--- config.mk ---
export PLATFORM = sky130hd
export DESIGN_NAME = regfile_wb_arbiter_flat
export DESIGN_NICKNAME = d
export VERILOG_FILES = /design/src/rtl/regfile_wb_arb_pkg.sv /design/src/rtl/regfile_wb_arb_if.sv /design/src/rtl/regfile_wb_arbiter_rr_arbiter.sv /design/src/rtl/regfile_wb_arbiter.sv /design/src/flat_wrapper.sv
export SDC_FILE = /design/constraint.sdc
export NUM_CORES = 1
export LEC_CHECK = 0
export CAP_MARGIN = 20
export CORE_ASPECT_RATIO = 2
export CORE_UTILIZATION = 29
export DETAILED_ROUTE_END_ITERATION = 10
export PLACE_DENSITY = 0.89
export SETUP_SLACK_MARGIN = 0.4
export SLEW_MARGIN = 20
export SYNTH_ARGS = -nofsm -noshare
export SYNTH_HDL_FRONTEND = slang
export SYNTH_SLANG_ARGS = --single-unit
--- constraint.sdc ---
create_clock -name clk -period 9.5 [get_ports clk]
set_input_delay 1.9 -clock clk [delete_from_list [all_inputs] [get_ports clk]]
set_output_delay 1.9 -clock clk [all_outputs]
set_load 0.05 [all_outputs]
--- src/rtl/regfile_wb_arb_pkg.sv ---
// Shared constants and types for the register file writeback arbiter.
// Requester indices, default sizing, grant index type and the x0 address.
package regfile_wb_arb_pkg;

  localparam int DEF_NUM_REQ = 3;
  localparam int DEF_ADDR_W  = 5;

  localparam int REQ_ALU = 0;
  localparam int REQ_LSU = 1;
  localparam int REQ_MDU = 2;

  typedef logic [$clog2(DEF_NUM_REQ)-1:0] req_idx_t;

  localparam logic [DEF_ADDR_W-1:0] X0_ADDR = '0;

endpackage

--- src/rtl/regfile_wb_arb_if.sv ---
// Writeback request bundle: per-requester valid/addr/data and ready.
// master = requester side, slave = arbiter side.
interface regfile_wb_arb_if #(
  parameter int DATA_WIDTH         = 32,
  parameter int REG_MEM_ADDR_WIDTH = 5,
  parameter int NUM_REQ            = 3
);

  logic [NUM_REQ-1:0]                         req_valid_i;
  logic [NUM_REQ-1:0][REG_MEM_ADDR_WIDTH-1:0] req_addr_i;
  logic [NUM_REQ-1:0][DATA_WIDTH-1:0]         req_data_i;
  logic [NUM_REQ-1:0]                         req_ready_o;

  modport master (
    output req_valid_i,
    output req_addr_i,
    output req_data_i,
    input  req_ready_o
  );

  modport slave (
    input  req_valid_i,
    input  req_addr_i,
    input  req_data_i,
    output req_ready_o
  );

endinterface

--- src/rtl/regfile_wb_arbiter_rr_arbiter.sv ---
// Generic round-robin arbiter: req vector in, one-hot grant + index out.
// Ports: clk, rst, req_i, gnt_o, gnt_idx_o, gnt_vld_o. Owns rr_ptr.
module rr_arbiter #(
  parameter int NUM_REQ = 3
) (
  input  logic                       clk,
  input  logic                       rst,
  input  logic [NUM_REQ-1:0]         req_i,
  output logic [NUM_REQ-1:0]         gnt_o,
  output logic [$clog2(NUM_REQ)-1:0] gnt_idx_o,
  output logic                       gnt_vld_o
);

  localparam int IW = $clog2(NUM_REQ);

  logic [IW-1:0] rr_ptr;
  logic [IW-1:0] ptr_nxt;
  int            idx;

  always_comb begin
    gnt_o     = '0;
    gnt_idx_o = '0;
    gnt_vld_o = 1'b0;
    idx       = 0;
    for (int k = 0; k < NUM_REQ; k++) begin
      idx = int'(rr_ptr) + k;
      if (idx >= NUM_REQ) idx = idx - NUM_REQ;
      if (!gnt_vld_o && req_i[idx]) begin
        gnt_vld_o  = 1'b1;
        gnt_o[idx] = 1'b1;
        gnt_idx_o  = IW'(idx);
      end
    end
  end

  always_comb begin
    if (gnt_idx_o == IW'(NUM_REQ - 1))
      ptr_nxt = '0;
    else
      ptr_nxt = gnt_idx_o + IW'(1);
  end

  always_ff @(posedge clk or posedge rst) begin
    if (rst)
      rr_ptr <= '0;
    else if (gnt_vld_o)
      rr_ptr <= ptr_nxt;
  end

endmodule

--- src/rtl/regfile_wb_arbiter.sv ---
// Shares the register file write port among NUM_REQ writeback requesters.
// Ports: clk, rst, req (slave bundle), wr_en/addr/data, grant_id;
// REGFILE_WB_ARB_STATS_EN adds stall_cnt_o and conflict_o.
module regfile_wb_arbiter
  import regfile_wb_arb_pkg::*;
#(
  parameter int DATA_WIDTH         = 32,
  parameter int REG_MEM_ADDR_WIDTH = 5,
  parameter int NUM_REQ            = DEF_NUM_REQ
) (
  input  logic                          clk,
  input  logic                          rst,
  regfile_wb_arb_if.slave               req,
  output logic                          wr_en_o,
  output logic [REG_MEM_ADDR_WIDTH-1:0] wr_addr_o,
  output logic [DATA_WIDTH-1:0]         wr_data_o,
`ifdef REGFILE_WB_ARB_STATS_EN
  output logic [NUM_REQ-1:0][15:0]      stall_cnt_o,
  output logic                          conflict_o,
`endif
  output logic [$clog2(NUM_REQ)-1:0]    grant_id_o
);

  localparam logic [REG_MEM_ADDR_WIDTH-1:0] X0 =
    REG_MEM_ADDR_WIDTH'(X0_ADDR);

  logic [NUM_REQ-1:0]         real_req;
  logic [NUM_REQ-1:0]         x0_req;
  logic [NUM_REQ-1:0]         gnt;
  logic [$clog2(NUM_REQ)-1:0] gnt_idx;
  logic                       gnt_vld;

  // x0 writes are acked and dropped without touching the port.
  always_comb begin
    real_req = '0;
    x0_req   = '0;
    for (int i = 0; i < NUM_REQ; i++) begin
      if (req.req_valid_i[i] && !rst) begin
        if (req.req_addr_i[i] == X0) x0_req[i]   = 1'b1;
        else                         real_req[i] = 1'b1;
      end
    end
  end

  rr_arbiter #(
    .NUM_REQ (NUM_REQ)
  ) u_rr (
    .clk       (clk),
    .rst       (rst),
    .req_i     (real_req),
    .gnt_o     (gnt),
    .gnt_idx_o (gnt_idx),
    .gnt_vld_o (gnt_vld)
  );

  assign req.req_ready_o = x0_req | gnt;
  assign wr_en_o         = gnt_vld;
  assign grant_id_o      = gnt_idx;

  always_comb begin
    wr_addr_o = '0;
    wr_data_o = '0;
    for (int i = 0; i < NUM_REQ; i++) begin
      if (gnt[i]) begin
        wr_addr_o = req.req_addr_i[i];
        wr_data_o = req.req_data_i[i];
      end
    end
  end

`ifdef REGFILE_WB_ARB_STATS_EN
  int unsigned n_real;

  always_comb begin
    n_real = 0;
    for (int i = 0; i < NUM_REQ; i++)
      n_real = n_real + 32'(real_req[i]);
    conflict_o = (n_real >= 2);
  end

  always_ff @(posedge clk or posedge rst) begin
    if (rst) begin
      stall_cnt_o <= '0;
    end else begin
      for (int i = 0; i < NUM_REQ; i++) begin
        if (real_req[i] && !gnt[i] &&
            stall_cnt_o[i] != 16'hFFFF)
          stall_cnt_o[i] <= stall_cnt_o[i] + 16'd1;
      end
    end
  end
`endif

endmodule

--- src/flat_wrapper.sv ---
// flat-port wrapper written by rule: the top's interface ports become plain ports
module regfile_wb_arbiter_flat import regfile_wb_arb_pkg::*;
#(
  parameter int DATA_WIDTH         = 32,
  parameter int REG_MEM_ADDR_WIDTH = 5,
  parameter int NUM_REQ            = DEF_NUM_REQ
)
  (clk, rst, wr_en_o, wr_addr_o, wr_data_o, grant_id_o, req_req_valid_i, req_req_addr_i, req_req_data_i, req_req_ready_o);
  regfile_wb_arb_if #(.DATA_WIDTH(DATA_WIDTH), .REG_MEM_ADDR_WIDTH(REG_MEM_ADDR_WIDTH), .NUM_REQ(NUM_REQ)) req_i ();
  input  logic clk;
  input  logic rst;
  output logic wr_en_o;
  output logic [REG_MEM_ADDR_WIDTH-1:0] wr_addr_o;
  output logic [DATA_WIDTH-1:0] wr_data_o;
  output logic [$clog2(NUM_REQ)-1:0] grant_id_o;
  input wire logic [$bits(req_i.req_valid_i)-1:0] req_req_valid_i;
  input wire logic [$bits(req_i.req_addr_i)-1:0] req_req_addr_i;
  input wire logic [$bits(req_i.req_data_i)-1:0] req_req_data_i;
  output wire logic [$bits(req_i.req_ready_o)-1:0] req_req_ready_o;
  assign req_i.req_valid_i = req_req_valid_i;
  assign req_i.req_addr_i = req_req_addr_i;
  assign req_i.req_data_i = req_req_data_i;
  assign req_req_ready_o = req_i.req_ready_o;
  regfile_wb_arbiter #(.DATA_WIDTH(DATA_WIDTH), .REG_MEM_ADDR_WIDTH(REG_MEM_ADDR_WIDTH), .NUM_REQ(NUM_REQ)) u_core (.clk(clk), .rst(rst), .req(req_i), .wr_en_o(wr_en_o), .wr_addr_o(wr_addr_o), .wr_data_o(wr_data_o), .grant_id_o(grant_id_o));
endmodule
==> impl_metrics.py, run 1 <==
metrics = {
    "logic_synthesis": {
        "netlist.top_cell.by_area": "a221o_2",
        "ys_seq_area_frac": 0.0389,
        "syn_nets": 287,
        "yosysWarnings": 0,
        "synth-edff-count": 0,
        "synth_ff_type": "dfrtp_1",
        "netlist_instances": 167,
        "synthArstFlopShare": 1.00,
        "ys_top_cells_by_area": "a221o_2 (32%), and2_1 (18%), a21oi_1 (3.9%)",
        "synth-seq-cells": 2,
        "syn_area_um2": 1290,
        "syn_avg_cell_area_um2": 7.71,
        "ys_types": 40,
        "yosysTopAreaCellShare": 0.324,
    },
    "setup_path": {
        "critPathKind": "input pin to output port",
        "critical_path_required_ns": 7.60,
        "cp-end-kind": "output port",
        "slowest_stage": "clkdlybuf4s50_1",
        "crit_path_max_fanout": 37,
        "cp-start-kind": "input pin",
        "arrival_ns": 5.88,
        "crit_top_cell": "clkdlybuf4s50_1",
        "critPathMaxStageDelay_ns": 0.81,
        "crit_chain": "clkdlybuf4s50_1 > nand2b_1 > a21oi_1 > or3_1 > a211o_1 > nand3b_1 > a211oi_4 > buf_4 > a221o_2 > clkdlybuf4s50_1",
        "cp_num_buf_inv": 3,
        "critPathTopFamily": "buffers and inverters",
    },
    "cells_and_area": {
        "largest_reg_flops": 2,
        "layout-drive-gt1-share": 0.155,
        "regMostFlops": "u_core.u_rr.rr_ptr",
        "num-nets-final": 439,
        "diodes": 0,
        "top_regs": "u_core.u_rr.rr_ptr: 2 flops",
        "syn2layout_area_growth_pct": 127,
    },
    "floorplan": {
        "pin_count": 159,
        "initial_core_util": 0.300,
        "fp.dieH_um": 96.2,
        "num_rows": 34,
        "core_area_um2": 4300,
        "die_w_um": 49.1,
        "dieArea_um2": 4730,
    },
    "sta": {
        "hold_viol": 0,
        "tightest_slew_ns": 0.785,
        "rsz0062_at_grt": "no",
        "drv_slew": 0,
        "fin_skew_ns": 0.000474,
        "layout_setup_ws_ns": 1.72,
        "fin_crit_ns": 7.78,
        "tns_ns": 0,
        "fmax_mhz": 129,
        "relSlewSlack": 0.477,
        "finalCritPeriodShare": 0.819,
        "setup_viol": 0,
    },
    "route": {
        "wl_per_cell_um": 18.2,
        "m1WireLength_mm": 2.76,
        "drt_iter0_markers": 46,
        "totalWireLength_mm": 6.74,
        "wl_met3_um": 741,
        "route.antenna.remaining_nets": 0,
        "vias_per_cell": 5.56,
        "dr.pass1.iters": 4,
        "top_layer": "met4",
        "vias": 2063,
        "remaining_drc_errors": 0,
        "routed-wl-met2_mm": 3.19,
    },
    "clock_tree": {
        "clockBufferDepth": 2,
        "cts-root-buf": "clkbuf_8",
        "worstSkewPairLatency_ns": 0.21,
        "clk_pin_slew_ns": 0.03,
        "htree_levels": 1,
        "cts_tree": "built",
        "clock_sinks": 2,
        "cts_resized": 0,
        "cts_setup_buffers": 0,
        "cts_buffers": 3,
        "ctsHoldBuffers": 0,
    },
    "power_and_ir_drop": {
        "ir_drop_mv": 0.424,
        "power_density_nw_per_um2": 464,
        "leakagePower_uw": 0.00112,
    },
    "flow_run": {
        "drv_cap": 0,
    },
    "grt": {
        "overflow": 0,
        "grt_use_total": 0.267,
        "grt_pass1_vias": 1883,
        "grt_max_degree": 38,
        "antenna_found_initial": 0,
        "grt_pass1_wl_mm": 9.68,
    },
    "placement": {
        "gp_congestion": 0.867,
        "post-dp-hpwl_mm": 5.28,
        "portBuffers": 158,
        "pre_cts_ws_ns": 1.76,
    },
    "min_path": {
        "hp-class": "flip-flop to flip-flop",
    },
    "run_status": {
        "status": "completed",
    },
}
cell families after synthesis:
kind of cell	count (synthesis)	share of synthesized area
AOI/OAI and AO/OA	71	0.514
and+or+nand+nor	67	0.306
buffers and inverters	20	0.0787
adders and majority gates	6	0.0544
DFF	2	0.0389
muxes	1	0.00777
synthesized netlist by cell type (4+ instances only):
cell type  number
nand2_1         6
a21oi_1        10
clkbuf_1        8
ha_1            4
a221o_2        37
nor2_1          6
o21ai_0         7
and2_1         37
inv_1           6
routing by layer:
| layer | GRT usage | up-vias |
|---|---|---|
| met5 | 0 | - |
| met4 | 0.0539 | 0 |
| met3 | 0.0821 | 5 |
| met2 | 0.429 | 140 |
| met1 | 0.345 | 953 |
| li1 | - | 965 |
final cells by class:
| type | count | area [um^2] |
|---|---|---|
| Clock buffer | 3 | 41.3 |
| Fill cell | 371 | 1370 |
| Inverter | 6 | 22.5 |
| Multi-Input combinational cell | 145 | 1140 |
| Sequential cell | 2 | 50.0 |
| Tap cell | 54 | 67.6 |
| Timing Repair Buffer | 161 | 1600 |
where the power goes:
part           internal [uW]  switching (uW)  total (uW)
registers               12.9            4.01        16.9
logic                    482             824        1310
clock network           26.9            7.45        34.3
total                    522             835        1360
final timing paths:
| check | slack [ns] | cells past startpoint | from | end |
|---|---|---|---|---|
| max reg2reg | 7.24 | 7 | u_core.u_rr.rr_ptr[0] | u_core.u_rr.rr_ptr[0] |
| max in group asynchronous | 7.44 | 2 | rst | u_core.u_rr.rr_ptr[0] |
| min | 0.66 | 2 | u_core.u_rr.rr_ptr[0] | u_core.u_rr.rr_ptr[0] |
| max | 1.72 | 10 | rst | wr_data_o[2] |
| min reg2reg | 0.66 | 2 | u_core.u_rr.rr_ptr[0] | u_core.u_rr.rr_ptr[0] |
| min in group asynchronous | 1.94 | 2 | rst | u_core.u_rr.rr_ptr[1] |
cell usage in the layout (no fill, tap or decap), types with 2 or more instances in the layout:
cell | synthesis | layout
nor2_1 | 6 | 5
a21o_1 | 2 | 2
nand2_1 | 6 | 6
buf_4 | 0 | 3
maj3_1 | 2 | 2
a21oi_1 | 10 | 10
ha_1 | 4 | 4
clkbuf_8 | 0 | 3
nand2b_1 | 3 | 3
nor3_1 | 2 | 2
a211o_1 | 2 | 2
nor2b_1 | 2 | 2
clkdlybuf4s50_1 | 0 | 158
and2_1 | 37 | 37
dfrtp_1 | 2 | 2
o211ai_1 | 2 | 2
a221o_2 | 37 | 37
nand3_1 | 3 | 3
o21ai_0 | 7 | 7
inv_1 | 6 | 6
metrics by stage:
step           instances   util  hold WS [ns]  instance area (um^2)  power, uW
3_3_place_gp         368  0.671         0.616                  2880       1310
4_1_cts              371  0.681         0.663                  2920       1360
5_1_grt              371  0.681         0.721                  2920       1410
3_5_place_dp         368  0.671         0.644                  2880       1310
2_1_floorplan        167      -         0.581                  1290        943
6_report             371  0.681         0.659                  2920       1360
tightest hold or removal path: cells and delay by family (launching register included):
family / cells / cell delay [ns]
flip-flops: 1 / 0.39
buffers and inverters: 1 / 0.11
AO/OA/AOI/OAI: 1 / 0.10
Power figures use the tool's default switching activity.
==> run 2, diff against run 1 <==
--- a/config.mk
+++ b/config.mk
@@ -7,9 +7,9 @@
 export LEC_CHECK = 0
 export CAP_MARGIN = 20
 export CORE_ASPECT_RATIO = 2
-export CORE_UTILIZATION = 29
+export CORE_UTILIZATION = 27
 export DETAILED_ROUTE_END_ITERATION = 10
-export PLACE_DENSITY = 0.89
+export PLACE_DENSITY = 0.83
 export SETUP_SLACK_MARGIN = 0.4
 export SLEW_MARGIN = 20
 export SYNTH_ARGS = -nofsm -noshare
==> constraint.sdc (replaced) <==
create_clock -name clk -period 8.1 [get_ports clk]
set_input_delay 1.62 -clock clk [delete_from_list [all_inputs] [get_ports clk]]
set_output_delay 1.62 -clock clk [all_outputs]
set_load 0.05 [all_outputs]
==> impl_metrics.py, run 2 (synthesis gave the netlist of run 1 again) <==
metrics = {
    "sta": {
        "hold_viol": 0,
        "rsz0062_at_grt": "no",
        "tns_ns": 0,
        "fin_crit_ns": 6.84,
        "layout_setup_ws_ns": 1.26,
        "fin_skew_ns": 0.00689,
        "drv_slew": 0,
        "relSlewSlack": 0.439,
        "tightest_slew_ns": 0.842,
        "finalCritPeriodShare": 0.845,
        "fmax_mhz": 146,
        "setup_viol": 0,
    },
    "placement": {
        "post-dp-hpwl_mm": 5.78,
        "gp_congestion": 0.963,
        "pre_cts_ws_ns": 1.31,
        "place_area_um2": 2820,
        "portBuffers": 158,
    },
    "run_status": {
        "status": "completed",
    },
    "grt": {
        "grt_max_degree": 38,
        "grt_pass1_vias": 2064,
        "grt_use_total": 0.276,
        "antenna_found_initial": 0,
        "overflow": 0,
        "grt_pass1_wl_mm": 10.5,
    },
    "floorplan": {
        "core_area_um2": 4600,
        "dieArea_um2": 5070,
        "num_rows": 35,
        "initial_core_util": 0.280,
        "die_w_um": 50.8,
        "pin_count": 159,
        "fp.dieH_um": 99.7,
    },
    "power_and_ir_drop": {
        "power_density_nw_per_um2": 549,
        "leakagePower_uw": 0.00119,
        "ir_drop_mv": 0.528,
    },
    "cells_and_area": {
        "final_cell_mix": "clkdlybuf4s50_1 (121), buf_4 (38), and2_1 (37), a221o_2 (37), a21oi_1 (10)",
        "syn2layout_area_growth_pct": 122,
        "fillCellCount": 417,
        "seqCellArea_um2": 50.0,
        "layout.cells.most_common": "clkdlybuf4s50_1",
        "layout-drive-gt1-share": 0.271,
        "diodes": 0,
        "utilization": 0.621,
        "num-nets-final": 439,
        "top_regs": "u_core.u_rr.rr_ptr: 2 flops",
        "largest_reg_flops": 2,
        "regMostFlops": "u_core.u_rr.rr_ptr",
        "post-route-cell-area_um2": 2860,
        "multiInputGateArea_um2": 1140,
    },
    "clock_tree": {
        "cts_resized": 0,
        "ctsHoldBuffers": 0,
        "cts_tree": "built",
        "htree_levels": 1,
        "cts_setup_buffers": 0,
        "worstSkewPairLatency_ns": 0.22,
        "clockBufferDepth": 2,
        "clock_sinks": 2,
        "cts_buffers": 3,
        "cts-root-buf": "clkbuf_8",
        "clk_pin_slew_ns": 0.03,
    },
    "setup_path": {
        "slowest_stage": "a21oi_1",
        "arrival_ns": 5.22,
        "cp-start-kind": "input pin",
        "critPathKind": "input pin to output port",
        "critPathTopFamily": "compound AO/OA/AOI/OAI gates",
        "crit_top_cell": "buf_4",
        "critical_path_required_ns": 6.48,
        "cp_num_buf_inv": 4,
        "critPathMaxStageDelay_ns": 0.66,
        "cp-end-kind": "output port",
        "crit_chain": "clkdlybuf4s50_1 > nor2_1 > a21oi_1 > o211ai_1 > a211o_1 > nand3b_1 > buf_4 > a211oi_4 > buf_4 > a221o_2 > buf_4",
        "crit_path_max_fanout": 37,
    },
    "route": {
        "vias_per_cell": 5.53,
        "remaining_drc_errors": 0,
        "dr.pass1.iters": 5,
        "wl_per_cell_um": 19.2,
        "totalWireLength_mm": 7.13,
        "vias": 2056,
        "route.antenna.remaining_nets": 0,
        "drt_iter0_markers": 93,
    },
    "flow_run": {
        "drv_cap": 0,
    },
    "min_path": {
        "hp-class": "flip-flop to flip-flop",
    },
}
[run 2: changes by cell type in the layout (fill, tap and decap cells not counted), sizes merged]
cell / before / now
buf: 3 / 40
clkdlybuf4s50: 158 / 121
[run 2: cell type report]
type,count,share of cell area
repair buffers,161,0.538
flip-flops and latches,2,0.0175
inverters,6,0.00788
clock buffers,3,0.0144
well taps,55,0.0241
multi-input cells,145,0.398
[run 2: worst paths after layout]
check	startpoint	end	slack, ns	cells past startpoint
max	req_req_addr_i[13]	wr_data_o[26]	1.26	11
min	u_core.u_rr.rr_ptr[0]	u_core.u_rr.rr_ptr[0]	0.66	2
max reg2reg	u_core.u_rr.rr_ptr[0]	u_core.u_rr.rr_ptr[0]	5.79	7
min reg2reg	u_core.u_rr.rr_ptr[0]	u_core.u_rr.rr_ptr[0]	0.66	2
max in group asynchronous	rst	u_core.u_rr.rr_ptr[0]	6.31	2
min in group asynchronous	rst	u_core.u_rr.rr_ptr[1]	1.64	2
[run 2: report_power, final]
part / switching, uW / leakage [uW] / internal, uW / total (uW)
registers: 4.22 / 0.0000241 / 15.2 / 19.4
clock network: 8.59 / 0.0000216 / 31.5 / 40.1
logic: 978 / 0.00114 / 531 / 1510
total: 991 / 0.00119 / 578 / 1570
[run 2: through the flow]
step | cells | hold slack, ns | power (uW)
floorplan | 167 | 0.581 | 1110
global placement | 369 | 0.609 | 1520
detailed placement | 369 | 0.648 | 1520
CTS | 372 | 0.656 | 1570
global route | 372 | 0.700 | 1640
finish | 372 | 0.656 | 1570
[run 2: routing by layer]
layer / track usage / share of wire / wire [um] / up-vias
met5: 0 / 0 / 0 / -
met4: 0.0940 / 0.023 / 162 / 0
met3: 0.0581 / 0.11 / 762 / 12
met2: 0.486 / 0.50 / 3570 / 163
met1: 0.319 / 0.37 / 2630 / 916
li1: - / - / - / 965
[run 2: worst reg2reg max path, stage by stage, from the launching register on]
cell      delay [ns]
dfrtp_1         0.36
inv_1           0.09
ha_1            0.46
maj3_1          0.39
o221ai_1        0.27
inv_1           0.10
or3b_2          0.46
o21ai_0         0.09
==> run 3, diff against run 2 <==
==> constraint.sdc (replaced) <==
create_clock -name clk -period 6.9 [get_ports clk]
set_input_delay 1.38 -clock clk [delete_from_list [all_inputs] [get_ports clk]]
set_output_delay 1.38 -clock clk [all_outputs]
set_load 0.05 [all_outputs]
==> impl_metrics.py, run 3 (synthesis gave the netlist of run 1 again) <==
metrics = {
    "route": {
        "drt_iter0_markers": 83,
        "route.antenna.remaining_nets": 0,
        "dr.pass1.iters": 5,
        "wl_per_cell_um": 19.8,
        "totalWireLength_mm": 7.36,
        "remaining_drc_errors": 0,
        "vias_per_cell": 5.55,
        "vias": 2063,
    },
    "power_and_ir_drop": {
        "power_density_nw_per_um2": 719,
        "power_uw": 2370,
        "leakagePower_uw": 0.00131,
        "ir_drop_mv": 0.534,
    },
    "clock_tree": {
        "clockBufferDepth": 2,
        "cts_tree": "built",
        "cts_resized": 0,
        "cts-root-buf": "clkbuf_8",
        "ctsHoldBuffers": 0,
        "clock_sinks": 2,
        "cts_buffers": 3,
        "clk_pin_slew_ns": 0.03,
        "worstSkewPairLatency_ns": 0.22,
        "htree_levels": 1,
        "cts_setup_buffers": 0,
    },
    "grt": {
        "grt_pass1_vias": 1978,
        "grt_pass1_wl_mm": 10.6,
        "grt_max_degree": 36,
        "grt_use_total": 0.277,
        "overflow": 0,
        "antenna_found_initial": 0,
    },
    "placement": {
        "post-place-cells": 369,
        "portBuffers": 158,
        "post-dp-hpwl_mm": 5.89,
        "gp_congestion": 1.05,
    },
    "floorplan": {
        "dieArea_um2": 5070,
        "die_w_um": 50.8,
        "fp.dieH_um": 99.7,
        "pin_count": 159,
        "core_area_um2": 4600,
        "initial_core_util": 0.280,
        "num_rows": 35,
    },
    "min_path": {
        "hold_depth": 2,
        "hp-start": "u_core.u_rr.rr_ptr[1]",
        "min_to": "u_core.u_rr.rr_ptr[1]",
        "hp-class": "flip-flop to flip-flop",
    },
    "cells_and_area": {
        "regMostFlops": "u_core.u_rr.rr_ptr",
        "layout-drive-gt1-share": 0.271,
        "syn2layout_area_growth_pct": 156,
        "num-nets-final": 439,
        "diodes": 0,
        "largest_reg_flops": 2,
        "utilization": 0.717,
        "top_regs": "u_core.u_rr.rr_ptr: 2 flops",
        "layout.cells.most_common": "clkdlybuf4s50_1",
        "fin_cells": 372,
        "final_cell_mix": "clkdlybuf4s50_1 (121), and2_1 (37), a221o_2 (37), buf_12 (37), a21oi_1 (10)",
    },
    "sta": {
        "finalCritPeriodShare": 0.864,
        "tightest_slew_ns": 0.768,
        "hold_viol": 0,
        "fmax_mhz": 168,
        "setup_viol": 0,
        "rsz0062_at_grt": "no",
        "tns_ns": 0,
        "fin_skew_ns": 0.00130,
        "relSlewSlack": 0.488,
        "fin_crit_ns": 5.96,
        "drv_slew": 0,
        "timing.hold.ws_ns": 0.645,
    },
    "setup_path": {
        "r2r_start": "u_core.u_rr.rr_ptr[1]",
        "critical_path_required_ns": 5.52,
        "ff2ff_path_depth": 7,
        "cp-end-kind": "output port",
        "r2r_slack_ns": 4.61,
        "arrival_ns": 4.58,
        "critPathKind": "input pin to output port",
        "cp-start-kind": "input pin",
        "rr_endpoint": "u_core.u_rr.rr_ptr[0]",
        "crit_path_max_fanout": 35,
    },
    "run_status": {
        "status": "completed",
    },
    "flow_run": {
        "drv_cap": 0,
    },
}
==> run 3: power by group <==
part / switching, uW / leakage [uW] / internal (uW)
registers: 5.46 / 0.0000241 / 17.8
clock network: 11.3 / 0.0000216 / 37.1
logic: 1240 / 0.00126 / 1060
total: 1260 / 0.00131 / 1110
==> run 3: area by class of cell <==
cell class	count	area (um^2)
Sequential cell	2	50.0
Tap cell	55	68.8
Timing Repair Buffer	161	1970
Multi-Input combinational cell	145	1140
Inverter	6	22.5
Fill cell	333	1300
Clock buffer	3	41.3
==> run 3: per-layer routing <==
layer,routed length (um),global-route usage,up-vias
li1,-,-,967
met1,2660,0.318,930
met2,3710,0.493,148
met3,805,0.0765,18
met4,178,0.0641,0
met5,0,0,-
==> run 3: worst max-delay path by stage <==
stage	to	depth (start not counted)	slack, ns	start
6_report	wr_data_o[26]	10	0.94	req_req_addr_i[2]
3_5_place_dp	wr_data_o[26]	10	0.99	req_req_addr_i[2]
5_1_grt	wr_data_o[26]	10	0.75	rst
2_1_floorplan	wr_data_o[10]	8	1.88	req_req_addr_i[3]
3_3_place_gp	wr_data_o[26]	10	1.08	req_req_addr_i[10]
4_1_cts	wr_data_o[26]	10	0.97	req_req_addr_i[3]
==> run 3: worst max-delay path: stages <==
cell and delay (ns):
clkdlybuf4s50_1 0.47, or4_4 0.56, o21ai_2 0.28, or3_1 0.19, a211o_1 0.13, nand3b_1 0.36, a211oi_4 0.38, buf_4 0.40
a221o_2 0.27, buf_12 0.14
==> run 3: stage by stage <==
stage               cell area [um^2]  worst slack (ns)
floorplan                       1290              1.88
global placement                3250              1.08
detailed placement              3250             0.986
CTS                             3300             0.970
global route                    3300             0.749
finish                          3300             0.935
